--- config.mk ---
export PLATFORM = sky130hd
export DESIGN_NAME = morse_char_tx
export DESIGN_NICKNAME = d
export VERILOG_FILES = /design/src/rtl/morse_pkg.sv /design/src/rtl/morse_rom.sv /design/src/rtl/morse_char_tx.sv
export SDC_FILE = /design/constraint.sdc
export NUM_CORES = 1
export LEC_CHECK = 0
export CAP_MARGIN = 15
export CORE_ASPECT_RATIO = 0.7
export CORE_MARGIN = 4
export CORE_UTILIZATION = 25
export CTS_CLUSTER_DIAMETER = 60
export DETAILED_ROUTE_END_ITERATION = 12
export GPL_TIMING_DRIVEN = 0
export HOLD_SLACK_MARGIN = 0.06
export SYNTH_ARGS = -nofsm -noshare
export SYNTH_HDL_FRONTEND = slang
export SYNTH_HIERARCHICAL = 1
export SYNTH_SLANG_ARGS = --single-unit
--- constraint.sdc ---
create_clock -name CLOCK_50 -period 2.8 [get_ports CLOCK_50]
set_clock_uncertainty 0.15 [all_clocks]
set_input_delay 0.42 -clock CLOCK_50 [delete_from_list [all_inputs] [get_ports CLOCK_50]]
set_output_delay 0.42 -clock CLOCK_50 [all_outputs]
set_load 0.005 [all_outputs]
--- src/rtl/morse_pkg.sv ---
// Shared types and constants for the Morse character transmitter.
// Code space: 0-25 letters A-Z, 26-35 digits 0-9, everything above is invalid.
package morse_pkg;

  typedef enum logic [1:0] {
    IDLE,
    MARK,
    SPACE,
    GAP
  } state_t;

  localparam int CHAR_A    = 0;
  localparam int DIGIT_0   = 26;
  localparam int NUM_CODES = 36;

  localparam int PAT_W = 5;
  localparam int LEN_W = 3;

endpackage

--- src/rtl/morse_rom.sv ---
// Combinational ITU Morse lookup: pattern bit0 is sent first, 1 = dash.
// Each entry is {pattern, length}; a zero length marks an unused code.
module morse_rom
  import morse_pkg::*;
(
  input  logic [5:0]       char_code,
  output logic             valid,
  output logic [PAT_W-1:0] pattern,
  output logic [LEN_W-1:0] length
);

  logic [PAT_W+LEN_W-1:0] entry;

  always_comb begin
    entry = '0;
    case (char_code)
      6'd0:  entry = {5'b00010, 3'd2};
      6'd1:  entry = {5'b00001, 3'd4};
      6'd2:  entry = {5'b00101, 3'd4};
      6'd3:  entry = {5'b00001, 3'd3};
      6'd4:  entry = {5'b00000, 3'd1};
      6'd5:  entry = {5'b00100, 3'd4};
      6'd6:  entry = {5'b00011, 3'd3};
      6'd7:  entry = {5'b00000, 3'd4};
      6'd8:  entry = {5'b00000, 3'd2};
      6'd9:  entry = {5'b01110, 3'd4};
      6'd10: entry = {5'b00101, 3'd3};
      6'd11: entry = {5'b00010, 3'd4};
      6'd12: entry = {5'b00011, 3'd2};
      6'd13: entry = {5'b00001, 3'd2};
      6'd14: entry = {5'b00111, 3'd3};
      6'd15: entry = {5'b00110, 3'd4};
      6'd16: entry = {5'b01011, 3'd4};
      6'd17: entry = {5'b00010, 3'd3};
      6'd18: entry = {5'b00000, 3'd3};
      6'd19: entry = {5'b00001, 3'd1};
      6'd20: entry = {5'b00100, 3'd3};
      6'd21: entry = {5'b01000, 3'd4};
      6'd22: entry = {5'b00110, 3'd3};
      6'd23: entry = {5'b01001, 3'd4};
      6'd24: entry = {5'b01101, 3'd4};
      6'd25: entry = {5'b00011, 3'd4};
      // digits: 0..9 run from five dashes down to five dots and back up
      6'd26: entry = {5'b11111, 3'd5};
      6'd27: entry = {5'b11110, 3'd5};
      6'd28: entry = {5'b11100, 3'd5};
      6'd29: entry = {5'b11000, 3'd5};
      6'd30: entry = {5'b10000, 3'd5};
      6'd31: entry = {5'b00000, 3'd5};
      6'd32: entry = {5'b00001, 3'd5};
      6'd33: entry = {5'b00011, 3'd5};
      6'd34: entry = {5'b00111, 3'd5};
      6'd35: entry = {5'b01111, 3'd5};
      default: entry = '0;
    endcase
  end

  assign pattern = entry[PAT_W+LEN_W-1:LEN_W];
  assign length  = entry[LEN_W-1:0];
  assign valid   = (int'(char_code) < NUM_CODES);

endmodule

--- src/rtl/morse_char_tx.sv ---
// Morse transmitter: one character per ready/start handshake, keyed on key_out
// with ITU element, intra-character and inter-character spacing.
module morse_char_tx
  import morse_pkg::*;
#(
  parameter int UNIT_CYCLES = 25_000_000,
  parameter int DASH_UNITS  = 3,
  parameter int GAP_UNITS   = 3
) (
  input  logic       CLOCK_50,
  input  logic       rst,
  input  logic       start,
  input  logic [5:0] char_code,
  output logic       ready,
  output logic       busy,
  output logic       key_out,
  output logic       done,
  output logic       err
);

  localparam int CYC_W     = (UNIT_CYCLES > 1) ? $clog2(UNIT_CYCLES) : 1;
  localparam int MAX_UNITS = (DASH_UNITS > GAP_UNITS) ? DASH_UNITS : GAP_UNITS;
  localparam int UNIT_W    = (MAX_UNITS > 0) ? $clog2(MAX_UNITS + 1) : 1;

  state_t             state_reg;
  logic [CYC_W-1:0]   cyc_cnt_reg;
  logic [UNIT_W-1:0]  unit_cnt_reg;
  logic [2:0]         elem_reg;
  logic [PAT_W-1:0]   pat_reg;
  logic [LEN_W-1:0]   len_reg;
  logic               key_reg;
  logic               done_reg;
  logic               err_reg;

  logic               rom_valid;
  logic [PAT_W-1:0]   rom_pattern;
  logic [LEN_W-1:0]   rom_length;

  logic               unit_tick;
  logic               gap_last;
  logic [UNIT_W-1:0]  mark_last;

  morse_rom u_rom (
    .char_code (char_code),
    .valid     (rom_valid),
    .pattern   (rom_pattern),
    .length    (rom_length)
  );

  assign unit_tick = (cyc_cnt_reg == CYC_W'(UNIT_CYCLES - 1));
  assign gap_last  = (unit_cnt_reg == UNIT_W'(GAP_UNITS - 1));
  assign mark_last = pat_reg[0] ? UNIT_W'(DASH_UNITS - 1) : '0;

  // Every state change happens on a unit tick, so the cycle and unit counters
  // are naturally zero on entry; elem_reg indexes the character and only
  // clears on accept.
  always_ff @(posedge CLOCK_50 or posedge rst) begin
    if (rst) begin
      state_reg    <= IDLE;
      cyc_cnt_reg  <= '0;
      unit_cnt_reg <= '0;
      elem_reg     <= '0;
      pat_reg      <= '0;
      len_reg      <= '0;
      key_reg      <= 1'b0;
      done_reg     <= 1'b0;
      err_reg      <= 1'b0;
    end else begin
      done_reg <= 1'b0;
      err_reg  <= 1'b0;

      if (state_reg == IDLE || unit_tick)
        cyc_cnt_reg <= '0;
      else
        cyc_cnt_reg <= cyc_cnt_reg + CYC_W'(1);

      case (state_reg)
        IDLE: begin
          unit_cnt_reg <= '0;
          if (start) begin
            if (rom_valid) begin
              state_reg <= MARK;
              key_reg   <= 1'b1;
              pat_reg   <= rom_pattern;
              len_reg   <= rom_length;
              elem_reg  <= '0;
            end else begin
              err_reg <= 1'b1;
            end
          end
        end

        MARK: begin
          if (unit_tick) begin
            if (unit_cnt_reg == mark_last) begin
              unit_cnt_reg <= '0;
              key_reg      <= 1'b0;
              if (elem_reg == len_reg - 3'd1) begin
                state_reg <= GAP;
              end else begin
                state_reg <= SPACE;
                pat_reg   <= pat_reg >> 1;
                elem_reg  <= elem_reg + 3'd1;
              end
            end else begin
              unit_cnt_reg <= unit_cnt_reg + UNIT_W'(1);
            end
          end
        end

        SPACE: begin
          if (unit_tick) begin
            state_reg    <= MARK;
            key_reg      <= 1'b1;
            unit_cnt_reg <= '0;
          end
        end

        GAP: begin
          // registered, so raise it one cycle early to land in GAP's last cycle
          if (cyc_cnt_reg == CYC_W'(UNIT_CYCLES - 2) && gap_last)
            done_reg <= 1'b1;
          if (unit_tick) begin
            if (gap_last) begin
              state_reg    <= IDLE;
              unit_cnt_reg <= '0;
            end else begin
              unit_cnt_reg <= unit_cnt_reg + UNIT_W'(1);
            end
          end
        end

        default: state_reg <= IDLE;
      endcase
    end
  end

  assign ready   = (state_reg == IDLE);
  assign busy    = ~ready;
  assign key_out = key_reg;
  assign done    = done_reg;
  assign err     = err_reg;

endmodule
# After elaboration in Yosys (flattened, before gate mapping)

Memories as Yosys holds them, arrays and structs flattened.
Index checks and enable logic that the tools add are counted.
Widths: inputs -> output; s select.

Logic and storage cells: 82
Bits in read-only memories: 512
Register bits: 43
Memories: 1
Bits of input ports: 9
Output and inout bits: 5

Multiplexer cells: 40
Reduce and logical (&&, ||, !) cells: 10
Bitwise gates (word level): 1
Equal/unequal tests: 16
$add $sub $neg: 4
Order comparisons: 1

Memories:

| memory          | words | width | read ports | clocked after Yosys merged registers in | wr ports | line            | RTL |
|---|---|---|---|---|---|---|---|
| (no name shown) | 64    | 8     | 1          | 0                                       | 0        | morse_rom.sv:16 | `case (char_code)` |

Operator list:

| kind                  | number |
|---|---|
| $eq 25x25->1 const B  | 2 |
| $mux 2                | 13 |
| $add 25x1->25 const B | 1 |
| $mux 25               | 1 |
| $mux 5                | 5 |
| $pmux 2 s4            | 2 |
| $mux 3                | 5 |
| $ne 2x2->1 const B    | 7 |
| $reduce_and 6->1      | 2 |
| $mux 1                | 11 |
| $pmux 5 s2            | 1 |
| $reduce_and 7->1      | 1 |
| $eq 2x2->1 const B    | 3 |
| $lt 6x6->1 const B    | 1 |
| $pmux 3 s2            | 1 |
| $reduce_and 3->1      | 2 |
| $add 3x1->3 const B   | 1 |
| $eq 3x3->1            | 1 |
| $pmux 1 s3            | 1 |
| $reduce_bool 3->1     | 1 |
| $sub 3x1->3 const B   | 1 |
| $add 2x1->2 const B   | 1 |
| $eq 2x1->1 const B    | 1 |
| $eq 2x2->1            | 1 |
| 6 further kinds       | 6 |

# Longest topological paths before layout

Depth after elaboration: 6
Depth in mapped cells: 10
Depth with buffers taken out: 9

# Modules after synthesis

Netlist, hierarchy kept.

Modules (own cells, without submodules):

| module        | times used | area each (um^2) | sequential area each (um^2) | cells each |
|---|---|---|---|---|
| morse_char_tx | 1          | 2311.0           | 1076.0                      | 233 |
| morse_rom     | 1          | 540.5            | 0.0                         | 78 |

# Worst setup path before layout

Ideal clock, no wire load.

Kind: register -> register
From: reg len_reg[0]
To: reg elem_reg[0]
Setup time: 0.125 ns
Cell stages (with the launch flop): 8
Clock period less this slack: 2.373 ns
Data required time: 2.525 ns
Arrival time: 2.098 ns
Slack: 0.427 ns
Path buffers: 0
Cells stage by stage: dfrtp_1 -> inv_1 -> ha_1 -> xor3_4 -> nor3_1 -> nor3_2 -> o22ai_2 -> mux2_2

Word-level cells in the longest chain between the ends: 4

Ends and longest elaborated chain:

| what                              | line                 | RTL |
|---|---|---|
| from (decl)                       | morse_char_tx.sv:30  | `logic [LEN_W-1:0] len_reg;` |
| from (signal assigned)            | morse_char_tx.sv:85  | `len_reg <= rom_length;` |
| $sub 3x1->3                       | morse_char_tx.sv:98  | `if (elem_reg == len_reg - 3'd1) begin` |
| $eq 3x3->1                        | morse_char_tx.sv:98  |  |
| $ne 2x2->1 (no source line)       | n/a                  |  |
| $reduce_and 6->1 (no source line) | n/a                  |  |
| to (signal assigned)              | morse_char_tx.sv:103 | `elem_reg <= elem_reg + 3'd1;` |
| to (decl)                         | morse_char_tx.sv:28  | `logic [2:0] elem_reg;` |

No other way between the ends.
A chain may end at the register's enable or synchronous reset.

# Worst setup path after layout

From: in char_code[1]
To: reg pat_reg[2]

Word-level cells in the longest chain between the ends: 4
Elaborated cells on any way between the ends: 7
Those cells by class: order compare: 1; eq/ne: 1; mux: 3; reduce/logical: 1; memory: 1

Ends and longest elaborated chain:

| what                     | line                 | RTL |
|---|---|---|
| from (decl)              | morse_char_tx.sv:13  | `input logic [5:0] char_code,` |
| $mem_v2 64x8             | n/a                  |  |
| named net rom_pattern[2] | morse_char_tx.sv:36  | `logic [PAT_W-1:0] rom_pattern;` |
| $mux 5                   | morse_char_tx.sv:81  | `if (rom_valid) begin` |
| $mux 5                   | morse_char_tx.sv:80  | `if (start) begin` |
| $pmux 5 s2               | morse_char_tx.sv:77  | `case (state_reg)` |
| to (signal assigned)     | morse_char_tx.sv:84  | `pat_reg <= rom_pattern;` |
| to (signal assigned)     | morse_char_tx.sv:102 | `pat_reg <= pat_reg >> 1;` |
| to (decl)                | morse_char_tx.sv:29  | `logic [PAT_W-1:0] pat_reg;` |

The timed path passes the listed nets, and every way through them passes these cells. The select of a mux whose other input is x is not followed.

==> results.ini <==
[worst_setup_path]
path_depth = 10
worstPathRequired_ns = 2.82
path_cells = clkdlybuf4s50_1 -> buf_4 -> inv_1 -> ha_1 -> mux4_2 -> a32oi_1 -> o21ai_1 -> nand2_1 -> nand2_1 -> mux2_2
crit_path_max_fanout = 9
crit_path_end_kind = flop
cp.buffers_inverters = 3
cp_data_arrival_time_ns = 2.69
cpMostUsedCell = nand2_1
critical-path-max-stage-delay_ns = 0.55
ff2ff_path_depth = 7
startpoint = char_code[1]
cp-start-kind = input pin
crit_family = buffers and inverters
critPathKind = input pin to flop
reg2reg_from = len_reg[0]
slowest_stage = clkdlybuf4s50_1

[timing]
slew_viol_final = 0
setup_viol = 0
period_share_pct = 95.4
worst_pin_slew_ns = 0.968
fin_setup_tns_ns = 0
finalHoldViolCount = 0
slew_headroom_pct = 34.8
max_freq_ghz = 0.374
min_period_ns = 2.67
grt_setup_unrepaired = no

[detailed_routing]
first_iter_violations = 167
drc = 0
vias = 2316
wirelength_um = 6300
detail-route-antenna-nets = 0
dr.pass1.iters = 4
wire_per_inst_um = 13.0
vias_per_cell = 4.77

[synthesis]
synth_xor_area_share_pct = 8.64
ys_types = 66
synthFlopType = dfrtp_1
ys_seq_elements = 43
yosys_warnings = 6
netlist_area_um2 = 2850
avgSynthCellArea_um2 = 9.17
syn_inst = 311
netlist.top_cell.by_area = dfrtp_1
synthMuxAreaShare_pct = 5.35
syn-num-nets = 333
synth-compound-area-share_pct = 13.3
synth_top_family_by_area = simple AND/OR/NAND/NOR gates
synthAdderAreaFrac_pct = 5.70
synth_top_area_share_pct = 37.7
synthTopCellsByArea = dfrtp_1, ha_1, xor2_1
yosysMostFrequentCell = dfrtp_1
async_flop_share_pct = 100
yosysSeqAreaShare_pct = 37.7
synth-simple-area-share_pct = 22.9
synth_enable_flop_cells = 0
ys_top_cells_by_count = dfrtp_1, nor2_1, nand2_1

[clock_tree]
clock-sinks = 43
cts_tree = yes
clkSlewWorstSetupHoldPaths_ns = 0.06
cts_setup_buffers = 0
clk_latency_ns = 0.28
htree_levels = 2
cts_buffers = 5
cts_hold_buffers = 0
root_buffer = clkbuf_16
clockBufferDepth = 2

[job]
max-cap-violations = 0

[layout]
final_cells = 486
syn_to_final_growth_pct = 18.4
fillCellCount = 1155
final_core_util_pct = 30.4
final_nets = 354
final_cell_area_um2 = 3380
antenna-diode-count = 0
largest_reg_flops = 25
drive_above_1_share_pct = 13.2

[grt]
grt_pass1_vias = 2107
gr-usage-met2_pct = 13.5
top_usage_layer = met1
met1_usage_pct = 15.0
gr-usage-all-layers_pct = 9.61
grt_max_degree = 32
grt-ovfl-total = 0
grt_util_met3_pct = 1.29
grt_pass1_wl_um = 10600
antenna_found_initial = 0

[min_path]
hold_class = input pin to asynchronous set/reset pin

[die]
start_util_pct = 25.7
fp.dieW_um = 136
die_h_um = 97.4
io_pins = 14
dieArea_um2 = 13200
rows = 32
core_um2 = 11100

[power]
power_density_nw_per_um2 = 418
p_leak_nw = 1.48
peakVddDrop_v = 0.000276
total_power_mw = 1.41

[placed_design]
placed_cell_area_um2 = 3190
port_buffers = 13
dp_cells = 478
gp_congestion = 0.925
place_hpwl_um = 4670

[run_status]
outcome = finished clean

## per-layer routing
layer | up-vias | part of all wire, %
met3 | 7 | 4.6
met4 | 0 | 1.5
met5 | - | 0
met1 | 1116 | 50
met2 | 60 | 44
li1 | 1133 | -
## worst paths after layout
kind                               to  slack, ns
hold / removal                key_out       0.27
setup / recovery           pat_reg[2]       0.13
hold reg to reg            pat_reg[4]       0.34
max in group asynchronous  pat_reg[1]       1.77
setup reg to reg           pat_reg[3]       0.26
min in group CLOCK_50      pat_reg[4]       0.34
## cell usage in the layout (no fill, tap or decap), types with 4 or more instances in the layout
cell / instances
and3_1: 4
nand3_1: 9
xnor2_1: 8
mux2_2: 6
o22ai_1: 4
buf_2: 4
nand2_1: 34
o21ai_0: 8
inv_1: 13
dfrtp_1: 43
clkdlybuf4s50_1: 13
nor2_1: 38
clkbuf_16: 5
buf_4: 5
ha_1: 13
nand4_1: 9
mux2i_1: 4
a21oi_1: 11
xor2_1: 17
## area by class of cell
| cell class | instances | area [µm²] | share of cell area [%] |
|---|---|---|---|
| buffer | 18 | 125 | 3.71 |
| clock buffer | 6 | 139 | 4.11 |
| clock inverter | 2 | 35.0 | 1.04 |
| inverter | 16 | 60.1 | 1.78 |
| multi-input combinational | 234 | 1600 | 47.4 |
| sequential | 43 | 1080 | 31.9 |
| tap | 153 | 191 | 5.67 |
| timing repair buffer | 14 | 150 | 4.45 |
## cell families (layout without fill, tap and decap cells)
family                     count (synthesis)  after routing
buffers and inverters                     34             56
AOI/OAI and AO/OA                         54             54
DFF                                       43             43
xor gates and xnor gates                  26             26
muxes                                     13             13
adders and majority gates                 13             13
and+or+nand+nor                          128            128
## per-stage QoR
stage	hold slack, ns	worst slack [ns]
after floorplan	0.306	0.427
after global placement	0.327	-0.209
after detailed placement	0.326	-0.230
after CTS	0.281	0.0658
after global routing	0.322	0.00518
final	0.269	0.129
## power breakdown
group | internal [mW] | switching [mW]
logic | 0.0472 | 0.0678
clock network | 0.443 | 0.231
registers | 0.621 | 0
total | 1.11 | 0.299
## what timing repair did
action,4_1_cts,5_1_grt
endpoints found under the hold margin,0,0
setup endpoints to repair,0,5
resized for setup,0,5
(Power assumes the default switching activity.)
